==> src/rtl/uart_port_controller_pkg.sv <==
// rtl/uart_port_controller_pkg.sv - shared types and constants for the CPLD UART port controller
//
// Purpose: FSM state encoding, host register addresses and status bit
// positions shared by the controller, its FIFO and the bench.
// Ports: none (package).

package uart_port_pkg;

  typedef enum logic [2:0] {
    ST_IDLE,
    ST_WR_PULSE,
    ST_WR_WAIT_TBRE,
    ST_WR_WAIT_TSRE,
    ST_RD_PULSE,
    ST_RD_LATCH
  } state_e;

  localparam logic ADDR_DATA   = 1'b0;
  localparam logic ADDR_STATUS = 1'b1;

  localparam int STAT_TX_READY = 0;
  localparam int STAT_RX_AVAIL = 1;

  function automatic logic [15:0] pack_status(input logic rx_avail, input logic tx_ready);
    logic [15:0] s;
    s                = '0;
    s[STAT_TX_READY] = tx_ready;
    s[STAT_RX_AVAIL] = rx_avail;
    return s;
  endfunction

endpackage

==> src/rtl/uart_port_controller_if.sv <==
// rtl/uart_port_controller_if.sv - host request/acknowledge interface of the UART port controller
//
// Purpose: groups the single-word host handshake coming from the memory wrapper.
// Signals: req (level, held until ack), req_write, req_addr (0 data, 1 status),
//          wdata[7:0] (byte to send), ack (one-cycle pulse), rdata[15:0] (valid with ack).
// Modports: master = host side, slave = controller side.

interface uart_port_controller_if;
  logic        req;
  logic        req_write;
  logic        req_addr;
  logic [7:0]  wdata;
  logic        ack;
  logic [15:0] rdata;

  modport master (
    output req, req_write, req_addr, wdata,
    input  ack, rdata
  );

  modport slave (
    input  req, req_write, req_addr, wdata,
    output ack, rdata
  );
endinterface

==> src/rtl/uart_rx_fifo.sv <==
// rtl/uart_rx_fifo.sv - small synchronous byte FIFO buffering characters fetched from the CPLD
//
// Purpose: DEPTH-entry, 8-bit FIFO with first-word-fall-through head.
// Ports: clk, rst (sync, active-low), push + push_data, pop, head (current
//        oldest byte), full, empty.
// Push while full is accepted only when a pop happens in the same cycle.

module uart_rx_fifo #(
  parameter int DEPTH = 4
) (
  input  logic       clk,
  input  logic       rst,
  input  logic       push,
  input  logic [7:0] push_data,
  input  logic       pop,
  output logic [7:0] head,
  output logic       full,
  output logic       empty
);

  localparam int AW = (DEPTH > 1) ? $clog2(DEPTH) : 1;

  logic [7:0]  mem_q [DEPTH];
  // One extra pointer bit distinguishes full from empty when indices match.
  logic [AW:0] wr_ptr_q, wr_ptr_d;
  logic [AW:0] rd_ptr_q, rd_ptr_d;
  logic        do_push;
  logic        do_pop;

  assign empty   = (wr_ptr_q == rd_ptr_q);
  assign full    = (wr_ptr_q[AW] != rd_ptr_q[AW]) && (wr_ptr_q[AW-1:0] == rd_ptr_q[AW-1:0]);
  assign head    = mem_q[rd_ptr_q[AW-1:0]];
  assign do_pop  = pop & ~empty;
  assign do_push = push & (~full | do_pop);

  assign wr_ptr_d = do_push ? wr_ptr_q + (AW+1)'(1) : wr_ptr_q;
  assign rd_ptr_d = do_pop  ? rd_ptr_q + (AW+1)'(1) : rd_ptr_q;

  always_ff @(posedge clk) begin
    if (!rst) begin
      wr_ptr_q <= '0;
      rd_ptr_q <= '0;
    end else begin
      wr_ptr_q <= wr_ptr_d;
      rd_ptr_q <= rd_ptr_d;
    end
  end

  // Storage needs no reset; the pointers define validity.
  always_ff @(posedge clk) begin
    if (do_push) begin
      mem_q[wr_ptr_q[AW-1:0]] <= push_data;
    end
  end

endmodule

==> src/rtl/uart_port_controller.sv <==
// rtl/uart_port_controller.sv - bridges the CPU serial-port register pair to the CPLD UART strobes
//
// Purpose: turns host data/status requests into CPLD rdn/wrn sequences on the
// shared RAM1 byte bus, and autonomously polls data_ready into an RX FIFO.
// Ports: clk, rst (sync, active-low); host (uart_port_controller_if.slave);
//        tbre, tsre, data_ready (async CPLD status); bus_in, bus_out, bus_oe
//        (RAM1 data bus); rdn, wrn (CPLD strobes, active-low); ram1_en_n.

module uart_port_controller
  import uart_port_pkg::*;
#(
  parameter int WR_PULSE_CYCLES = 2,
  parameter int RD_PULSE_CYCLES = 2,
  parameter int FIFO_DEPTH      = 4
) (
  input  logic                   clk,
  input  logic                   rst,
  uart_port_controller_if.slave  host,
  input  logic                   tbre,
  input  logic                   tsre,
  input  logic                   data_ready,
  input  logic [7:0]             bus_in,
  output logic [7:0]             bus_out,
  output logic                   bus_oe,
  output logic                   rdn,
  output logic                   wrn,
  output logic                   ram1_en_n
);

  localparam int CNT_MAX = (WR_PULSE_CYCLES > RD_PULSE_CYCLES) ? WR_PULSE_CYCLES : RD_PULSE_CYCLES;
  localparam int CW      = (CNT_MAX > 1) ? $clog2(CNT_MAX) : 1;

  state_e        state_q, state_d;
  logic [CW-1:0] cnt_q, cnt_d;
  logic [7:0]    bus_out_q, bus_out_d;
  logic [7:0]    rx_byte_q, rx_byte_d;
  logic          rdn_q, rdn_d;
  logic          wrn_q, wrn_d;
  logic          bus_oe_q, bus_oe_d;
  logic          ram1_en_n_q, ram1_en_n_d;
  logic          ack_q, ack_d;
  logic [15:0]   rdata_q, rdata_d;
  logic          req_blocked_q, req_blocked_d;

  logic [1:0]    tbre_sync_q, tsre_sync_q, dr_sync_q;
  logic          tbre_s, tsre_s, data_ready_s;

  logic          fifo_push, fifo_pop, fifo_full, fifo_empty;
  logic [7:0]    fifo_head;

  logic          host_new, is_data_wr, quick_acc, wr_req, rd_data;
  logic          rx_poll, tx_ready, wr_done;

  assign tbre_s       = tbre_sync_q[1];
  assign tsre_s       = tsre_sync_q[1];
  assign data_ready_s = dr_sync_q[1];

  // A request that has already been acknowledged stays blocked until the
  // host drops req, so a lingering level is never served twice.
  assign host_new      = host.req & ~req_blocked_q;
  assign is_data_wr    = host.req_write & (host.req_addr == ADDR_DATA);
  // Everything except a data write completes in one cycle, whatever the FSM is doing.
  assign quick_acc     = host_new & ~is_data_wr;
  assign wr_req        = host_new & is_data_wr;
  assign rd_data       = quick_acc & ~host.req_write & (host.req_addr == ADDR_DATA);
  assign fifo_pop      = rd_data & ~fifo_empty;
  assign rx_poll       = data_ready_s & ~fifo_full;
  assign tx_ready      = (state_q == ST_IDLE) & tbre_s & tsre_s;
  assign ack_d         = quick_acc | wr_done;
  assign req_blocked_d = ack_d | (req_blocked_q & host.req);

  always_comb begin
    rdata_d = '0;
    if (quick_acc && !host.req_write) begin
      if (host.req_addr == ADDR_STATUS) begin
        rdata_d = pack_status(~fifo_empty, tx_ready);
      end else if (!fifo_empty) begin
        rdata_d = {8'h00, fifo_head};
      end
    end
  end

  always_comb begin
    state_d   = state_q;
    cnt_d     = cnt_q;
    bus_out_d = bus_out_q;
    rx_byte_d = rx_byte_q;
    fifo_push = 1'b0;
    wr_done   = 1'b0;
    case (state_q)
      ST_IDLE: begin
        // RX polling wins so incoming characters are not left waiting behind TX.
        if (rx_poll) begin
          state_d = ST_RD_PULSE;
          cnt_d   = '0;
        end else if (wr_req) begin
          state_d   = ST_WR_PULSE;
          cnt_d     = '0;
          bus_out_d = host.wdata;
        end
      end
      ST_WR_PULSE: begin
        if (cnt_q == CW'(WR_PULSE_CYCLES - 1)) begin
          state_d = ST_WR_WAIT_TBRE;
        end else begin
          cnt_d = cnt_q + CW'(1);
        end
      end
      ST_WR_WAIT_TBRE: begin
        if (tbre_s) begin
          state_d = ST_WR_WAIT_TSRE;
        end
      end
      ST_WR_WAIT_TSRE: begin
        if (tsre_s) begin
          state_d = ST_IDLE;
          wr_done = 1'b1;
        end
      end
      ST_RD_PULSE: begin
        // Capture on the edge leaving the pulse, after rdn has been low the full time.
        if (cnt_q == CW'(RD_PULSE_CYCLES - 1)) begin
          state_d   = ST_RD_LATCH;
          rx_byte_d = bus_in;
        end else begin
          cnt_d = cnt_q + CW'(1);
        end
      end
      ST_RD_LATCH: begin
        fifo_push = 1'b1;
        state_d   = ST_IDLE;
      end
      default: begin
        state_d = ST_IDLE;
      end
    endcase

    // Strobes are registered from the next state so the CPLD pins never glitch.
    rdn_d       = (state_d != ST_RD_PULSE);
    wrn_d       = (state_d != ST_WR_PULSE);
    bus_oe_d    = (state_d == ST_WR_PULSE);
    ram1_en_n_d = (state_d != ST_IDLE);
  end

  always_ff @(posedge clk) begin
    if (!rst) begin
      state_q       <= ST_IDLE;
      cnt_q         <= '0;
      bus_out_q     <= '0;
      rx_byte_q     <= '0;
      rdn_q         <= 1'b1;
      wrn_q         <= 1'b1;
      bus_oe_q      <= 1'b0;
      ram1_en_n_q   <= 1'b0;
      ack_q         <= 1'b0;
      rdata_q       <= '0;
      req_blocked_q <= 1'b0;
      tbre_sync_q   <= '0;
      tsre_sync_q   <= '0;
      dr_sync_q     <= '0;
    end else begin
      state_q       <= state_d;
      cnt_q         <= cnt_d;
      bus_out_q     <= bus_out_d;
      rx_byte_q     <= rx_byte_d;
      rdn_q         <= rdn_d;
      wrn_q         <= wrn_d;
      bus_oe_q      <= bus_oe_d;
      ram1_en_n_q   <= ram1_en_n_d;
      ack_q         <= ack_d;
      rdata_q       <= rdata_d;
      req_blocked_q <= req_blocked_d;
      tbre_sync_q   <= {tbre_sync_q[0], tbre};
      tsre_sync_q   <= {tsre_sync_q[0], tsre};
      dr_sync_q     <= {dr_sync_q[0], data_ready};
    end
  end

  uart_rx_fifo #(
    .DEPTH (FIFO_DEPTH)
  ) u_rx_fifo (
    .clk       (clk),
    .rst       (rst),
    .push      (fifo_push),
    .push_data (rx_byte_q),
    .pop       (fifo_pop),
    .head      (fifo_head),
    .full      (fifo_full),
    .empty     (fifo_empty)
  );

  assign host.ack   = ack_q;
  assign host.rdata = rdata_q;
  assign bus_out    = bus_out_q;
  assign bus_oe     = bus_oe_q;
  assign rdn        = rdn_q;
  assign wrn        = wrn_q;
  assign ram1_en_n  = ram1_en_n_q;

endmodule

==> src/flat_wrapper.sv <==
// flat-port wrapper written by rule: the top's interface ports become plain ports
module uart_port_controller_flat import uart_port_pkg::*;
#(
  parameter int WR_PULSE_CYCLES = 2,
  parameter int RD_PULSE_CYCLES = 2,
  parameter int FIFO_DEPTH      = 4
)
  (clk, rst, tbre, tsre, data_ready, bus_in, bus_out, bus_oe, rdn, wrn, ram1_en_n, host_req, host_req_write, host_req_addr, host_wdata, host_ack, host_rdata);
  uart_port_controller_if host_i ();
  input  logic clk;
  input  logic rst;
  input  logic tbre;
  input  logic tsre;
  input  logic data_ready;
  input  logic [7:0] bus_in;
  output logic [7:0] bus_out;
  output logic bus_oe;
  output logic rdn;
  output logic wrn;
  output logic ram1_en_n;
  input wire logic [$bits(host_i.req)-1:0] host_req;
  input wire logic [$bits(host_i.req_write)-1:0] host_req_write;
  input wire logic [$bits(host_i.req_addr)-1:0] host_req_addr;
  input wire logic [$bits(host_i.wdata)-1:0] host_wdata;
  output wire logic [$bits(host_i.ack)-1:0] host_ack;
  output wire logic [$bits(host_i.rdata)-1:0] host_rdata;
  assign host_i.req = host_req;
  assign host_i.req_write = host_req_write;
  assign host_i.req_addr = host_req_addr;
  assign host_i.wdata = host_wdata;
  assign host_ack = host_i.ack;
  assign host_rdata = host_i.rdata;
  uart_port_controller #(.WR_PULSE_CYCLES(WR_PULSE_CYCLES), .RD_PULSE_CYCLES(RD_PULSE_CYCLES), .FIFO_DEPTH(FIFO_DEPTH)) u_core (.clk(clk), .rst(rst), .host(host_i), .tbre(tbre), .tsre(tsre), .data_ready(data_ready), .bus_in(bus_in), .bus_out(bus_out), .bus_oe(bus_oe), .rdn(rdn), .wrn(wrn), .ram1_en_n(ram1_en_n));
endmodule
==> config.mk <==
export PLATFORM = sky130hd
export DESIGN_NAME = uart_port_controller_flat
export DESIGN_NICKNAME = d
export VERILOG_FILES = /design/src/rtl/uart_port_controller_pkg.sv /design/src/rtl/uart_port_controller_if.sv /design/src/rtl/uart_rx_fifo.sv /design/src/rtl/uart_port_controller.sv /design/src/flat_wrapper.sv
export SDC_FILE = /design/constraint.sdc
export NUM_CORES = 1
export LEC_CHECK = 0
export ABC_AREA = 1
export CAP_MARGIN = 20
export CORE_ASPECT_RATIO = 0.75
export CORE_MARGIN = 5
export CORE_UTILIZATION = 40
export CTS_CLUSTER_SIZE = 20
export DETAILED_ROUTE_END_ITERATION = 16
export MAX_ROUTING_LAYER = met4
export PLACE_DENSITY = 0.74
export SKIP_LAST_GASP = 1
export SYNTH_ARGS = -nofsm -noshare
export SYNTH_HDL_FRONTEND = slang
export SYNTH_SLANG_ARGS = --single-unit
==> constraint.sdc <==
create_clock -name clk -period 5.1 [get_ports clk]
set_clock_uncertainty 0.2 [all_clocks]
set_input_delay 0.51 -clock clk [delete_from_list [all_inputs] [get_ports clk]]
set_output_delay 0.51 -clock clk [all_outputs]
set_load 0.1 [all_outputs]
==> impl_metrics.ini, run 1 <==
[power]
seqPwrFrac_pct = 48.2
combPwrFrac_pct = 18.1
peakVddDrop_uv = 145.1
total_power_mw = 1.461
p_clk_share_pct = 33.7
netSwitchingPower_mw = 0.4305
power_density_nw_per_um2 = 375.1
p_leak_nw = 1.496
p_sw_share_pct = 29.47
intPower_mw = 1.030

[critical_path]
start_kind = flop
cp_slowest_cell = clkdlybuf4s50_1
worstSetupPathDepth = 1
cp-end-kind = primary output
rrSetupSlack_ns = 3.01
path_max_fanout = 2
cpPeakStageDelay_ns = 1.15
critPathRequiredTime_ns = 4.39
path_class = reg2out
cp_data_arrival_time_ns = 1.84
r2r_cells = 4
crit_buf_inv = 1
cp_top_family = buffers and inverters
regToRegStartpoint = u_core.state_q[0]
r2r-end = u_core.u_rx_fifo.mem_q[1][2]
path_cells = clkdlybuf4s50_1

[routing]
vias = 2275
first_iter_violations = 91
wl_per_cell_microns = 12.73
route.detailed.drc = 0
drtAntennaViolNets = 0
viasPerCell = 4.691
wl_microns = 6172
drtPass1Iterations = 4

[synth]
ys_types = 33
async_flop_share_pct = 0
synth_xor_area_share_pct = 1.062
synthMuxAreaShare_pct = 0
synth_compound_area_share_pct = 8.851
synth.avg_cell_area_sq_um = 9.667
synth_edf_count = 32
synth-simple-area-share_pct = 20.22
ys_seq_elements = 80
synthAdderAreaFrac_pct = 1.967
ys.flop_type = dfxtp_1
synth_top_family_by_area = simple AND/OR/NAND/NOR gates
yosysSeqAreaShare_pct = 60.42
yosys_warnings = 0
synthCells = 329
syn_area_sq_um = 3181

[cells_and_area]
drive_gt1_share_pct = 10.79
stdcell_count = 485
area_growth_pct = 22.46
final_common_cell = nor2_1
final_nets = 404
diodes = 0
final_cell_mix = 60 x nor2_1, 48 x dfxtp_1, 44 x clkdlybuf4s50_1, 36 x nand2_1, 32 x edfxtp_1
nFillCells = 702

[cts]
post_cts_resized = 0
clk_transition_reported_paths_ns = 0.08
ctsLongestPathBuffers = 2
numCtsBuffers = 9
cts-root-buf = clkbuf_8
cts_num_sinks = 80
clock_latency_ns = 0.35
hold_buffers = 0
cts_setup_buffers = 0
htree_levels = 3
tritoncts = done

[floorplanning]
core_sq_um = 7812
pin_count = 53
die_x_microns = 113.0
die_h_microns = 87.23
die_area_sq_um = 9853
num_rows = 28
start_util_pct = 40.71

[global_route]
grt_overflow_total = 0
grt_max_degree = 23
grt_pass1_wl_microns = 9860
grt_pass1_vias = 2095
grt_util_all_layers_pct = 13.24
use_met1_pct = 18.24
grtUsageMet3_pct = 3.264
grt_busiest_layer = met2
globalRouteMet2Util_pct = 18.39
antenna_found_initial = 0

[worst_hold_path]
holdPathEnd = u_core.dr_sync_q[1]
hold_depth = 2
hold_class = reg2reg
holdCritStartpoint = u_core.dr_sync_q[0]

[job]
maxCapViolCount = 0

[sta]
rsz0062_at_grt = false
slew-limit-headroom_pct = 34.26
tns_ns = 0
setup_viol = 0
maxSlewViolCount = 0
min_period_ns = 2.552
hold_viol = 0
worstMarginPinSlew_ns = 0.9830
fmax_mhz = 391.9
fin_crit_sh_pct = 50.04

[placed_design]
dpl.hpwl_microns = 4418
portBuffers = 44
gp_congestion = 0.7978
placed_cells = 469

[status]
status = finished clean
sequential cells by signal, indices dropped and copies added (netlist names), named ones only:
signal and flops:
u_core.ram1_en_n 1, u_core.rx_byte_q 8, u_core.req_blocked_q 1, u_core.tbre_sync_q 2, u_core.bus_oe 1, u_core.rdn 1
u_core.state_q 3, u_core.u_rx_fifo.wr_ptr_q 3, u_core.cnt_q 1, u_core.wrn 1, u_core.host.ack 1, u_core.host.rdata 8
u_core.u_rx_fifo.rd_ptr_q 3, u_core.tsre_sync_q 2, u_core.bus_out 8, u_core.dr_sync_q 2, u_core.u_rx_fifo.mem_q 32
synthesized netlist by cell type (3+ instances only):
cell type  count  area, sq um
a21oi_1       20        100.1
inv_1         28        105.1
buf_2          4        20.02
inv_2          7        26.28
nor2_1        60        225.2
nand4_1       11        68.82
o21ai_0       25        125.1
nor2_2         3        18.77
nand2_1       36        135.1
buf_4          8        60.06
dfxtp_1       48        960.9
nand3_1        6        30.03
nand2_2        7        43.79
o21ai_1        5        25.02
ha_1           5        62.56
edfxtp_1      32        960.9
worst max path at each step:
stage,start,endpoint,slack (ns)
after floorplan,host_req,u_core.u_rx_fifo.mem_q[0][0],3.09
after detailed placement,rst,u_core.host.rdata[0],2.18
after CTS,rst,u_core.host.rdata[0],2.53
after global routing,rst,u_core.host.rdata[0],2.35
after global placement,rst,u_core.host.rdata[0],2.26
final,u_core.bus_out[1],bus_out[1],2.55
area by class of cell:
type	count	area, sq um	area share (%)
sequential	80	1922	49.34
clock inverter	5	80.08	2.056
clock buffer	11	131.4	3.373
inverter	37	138.9	3.566
tap	105	131.4	3.373
timing repair buffer	44	440.4	11.31
multi-input combinational	203	1051	26.98
cell families (layout without fill, tap and decap cells):
group                    count (synthesis)  in the layout
other                                    1              8
buffers and inverters                   53             97
flip-flops                              80             80
adder cells (fa/ha/maj)                  5              5
AND/OR/NAND/NOR                        133            133
XOR/XNOR                                 3              3
AO/OA/AOI/OAI                           54             54
per-stage QoR:
step	util [%]	setup WS, ns	hold WS, ns	instance area [sq um]
after floorplan	-	3.091	0.1905	3207
after CTS	49.86	2.527	0.2191	3895
final	49.86	2.548	0.2163	3895
after global placement	47.15	2.262	0.1944	3684
after detailed placement	47.15	2.179	0.2003	3684
after global routing	49.86	2.347	0.2499	3895
per-layer routing:
layer | wire length [microns] | vias up | share of wire, %
li1 | - | 1160 | -
met1 | 3090 | 1041 | 50
met2 | 2668 | 64 | 43
met3 | 326 | 10 | 5.3
met4 | 87 | 0 | 1.4
met5 | 0 | - | 0
worst min-delay path: stages (launching register included):
cell	delay [ns]
dfxtp_1	0.31
nand2_1	0.05
inv_1	0.04
power groups by stage:
stage               Clock, mW  Combinational (mW)  Sequential (mW)
global route            0.538               0.280            0.708
global placement            0               0.260            0.718
floorplan                   0               0.112            0.811
detailed placement          0               0.263            0.719
CTS                     0.502               0.264            0.705
finish                  0.492               0.264            0.705
Power figures use the tool's default switching activity.
==> run 2: changes to the inputs <==
- clock period: 5.1 -> 2.6 ns (I/O delays scaled with it)
==> impl_metrics.ini, run 2 (same netlist as run 1, synthesis figures left out) <==
[cells_and_area]
stdcell_count = 491
final_common_cell = nor2_1
final_nets = 410
drive_gt1_share_pct = 18.39
area_growth_pct = 22.34
nFillCells = 691
diodes = 0
largest_reg_flops = 32
final_cell_mix = 60 x nor2_1, 48 x dfxtp_1, 36 x nand2_1, 32 x edfxtp_1, 28 x inv_1

[power]
seqPwrFrac_pct = 48.9
power_density_nw_per_um2 = 727.1
total_power_mw = 2.829
p_leak_nw = 1.574
p_sw_share_pct = 30.18
intPower_mw = 1.976
combPwrFrac_pct = 17.9
p_clk_share_pct = 33.2
netSwitchingPower_mw = 0.8537
peakVddDrop_uv = 334.9

[critical_path]
crit_buf_inv = 4
cpPeakStageDelay_ns = 0.47
path_class = in2reg
path_max_fanout = 8
cp_data_arrival_time_ns = 1.67
r2r-end = u_core.u_rx_fifo.mem_q[1][5]
start_kind = primary input
critPathRequiredTime_ns = 2.46
cp_slowest_cell = clkdlybuf4s50_1
rrSetupSlack_ns = 0.86
r2r_cells = 8
cp_top_family = buffers and inverters
regToRegStartpoint = u_core.req_blocked_q
cp-end-kind = flop
path_cells = clkdlybuf4s50_1 > inv_1 > nor2_2 > nand2_1 > nor2_1 > inv_1 > nand4_1 > nand2_2 > nor2_1 > buf_4

[cts]
clk_transition_reported_paths_ns = 0.08
htree_levels = 3
cts-root-buf = clkbuf_8
cts_setup_buffers = 0
clock_latency_ns = 0.35
hold_buffers = 0
cts_num_sinks = 80
tritoncts = done
numCtsBuffers = 9
ctsLongestPathBuffers = 2
post_cts_resized = 0

[global_route]
antenna_found_initial = 0
grt_util_all_layers_pct = 13.86
grt_pass1_vias = 2136
grt_overflow_total = 0
grt_max_degree = 22
grt_pass1_wl_microns = 10300

[placed_design]
dpl.hpwl_microns = 4578
portBuffers = 44
gp_congestion = 0.8500
dp_slack_ns = 0.4092
placed_cells = 475

[sta]
setup_viol = 0
maxSlewViolCount = 0
fin_crit_sh_pct = 69.80
hold_slack_ns = 0.2160
min_period_ns = 1.815
fmax_mhz = 551.1
rsz0062_at_grt = false
fin_ws_ns = 0.7853
worstMarginPinSlew_ns = 0.5923
tns_ns = 0
hold_viol = 0
slew-limit-headroom_pct = 60.46

[floorplanning]
core_sq_um = 7812
die_area_sq_um = 9853
num_rows = 28
die_x_microns = 113.0
die_h_microns = 87.23
start_util_pct = 40.71
pin_count = 53

[routing]
drtAntennaViolNets = 0
drtPass1Iterations = 4
viasPerCell = 4.631
vias = 2274
first_iter_violations = 103
wl_microns = 6144
route.detailed.drc = 0
wl_per_cell_microns = 12.51

[worst_hold_path]
hold_depth = 2
hold_class = reg2reg
holdPathEnd = u_core.dr_sync_q[1]
holdCritStartpoint = u_core.dr_sync_q[0]

[status]
status = finished clean

[job]
maxCapViolCount = 0
-- run 2: layer usage --
layer,vias to the layer above,share of wire (%),track usage (%)
li1,1173,-,-
met1,1030,48,19.10
met2,64,45,19.35
met3,7,6.7,4.375
met4,0,1.2,4.585
met5,-,0,-
-- run 2: worst max path at each step --
stage | start | to | slack (ns) | depth (start not counted)
floorplan | u_core.req_blocked_q | u_core.u_rx_fifo.mem_q[0][0] | 0.81 | 7
global placement | host_req | u_core.u_rx_fifo.mem_q[1][2] | 0.43 | 10
detailed placement | host_req | u_core.u_rx_fifo.mem_q[1][7] | 0.41 | 10
CTS | host_req | u_core.u_rx_fifo.mem_q[1][5] | 0.78 | 10
global route | host_req | u_core.u_rx_fifo.mem_q[2][7] | 0.63 | 10
finish | host_req | u_core.u_rx_fifo.mem_q[1][5] | 0.79 | 10
-- run 2: stage by stage --
| step | cell area [sq um] | utilization, % |
|---|---|---|
| 3_5_place_dp | 3676 | 47.05 |
| 6_report | 3891 | 49.81 |
| 2_1_floorplan | 3207 | - |
| 5_1_grt | 3891 | 49.81 |
| 4_1_cts | 3891 | 49.81 |
| 3_3_place_gp | 3676 | 47.05 |
-- run 2: final cells by class --
cell class / instances / area [sq um] / share of cell area [%]
Clock buffer: 10 / 148.9 / 3.826
Timing Repair Buffer: 50 / 432.9 / 11.13
Clock inverter: 6 / 66.31 / 1.704
Inverter: 37 / 138.9 / 3.569
Multi-Input combinational cell: 203 / 1051 / 27.01
Sequential cell: 80 / 1922 / 49.39
Tap cell: 105 / 131.4 / 3.376
-- run 2: power groups by stage --
stage / clock network (mW) / logic [mW] / registers (mW)
after floorplan: 0 / 0.220 / 1.59
after global placement: 0 / 0.503 / 1.41
after detailed placement: 0 / 0.508 / 1.41
after CTS: 0.962 / 0.509 / 1.38
after global routing: 1.03 / 0.542 / 1.39
final: 0.940 / 0.506 / 1.38
-- run 2: worst reg2reg max path: cells and delay by family, from the launching register on --
kind,cells,cell delay (ns)
simple gates,6,0.68
buf+inv,2,0.23
flops,1,0.33
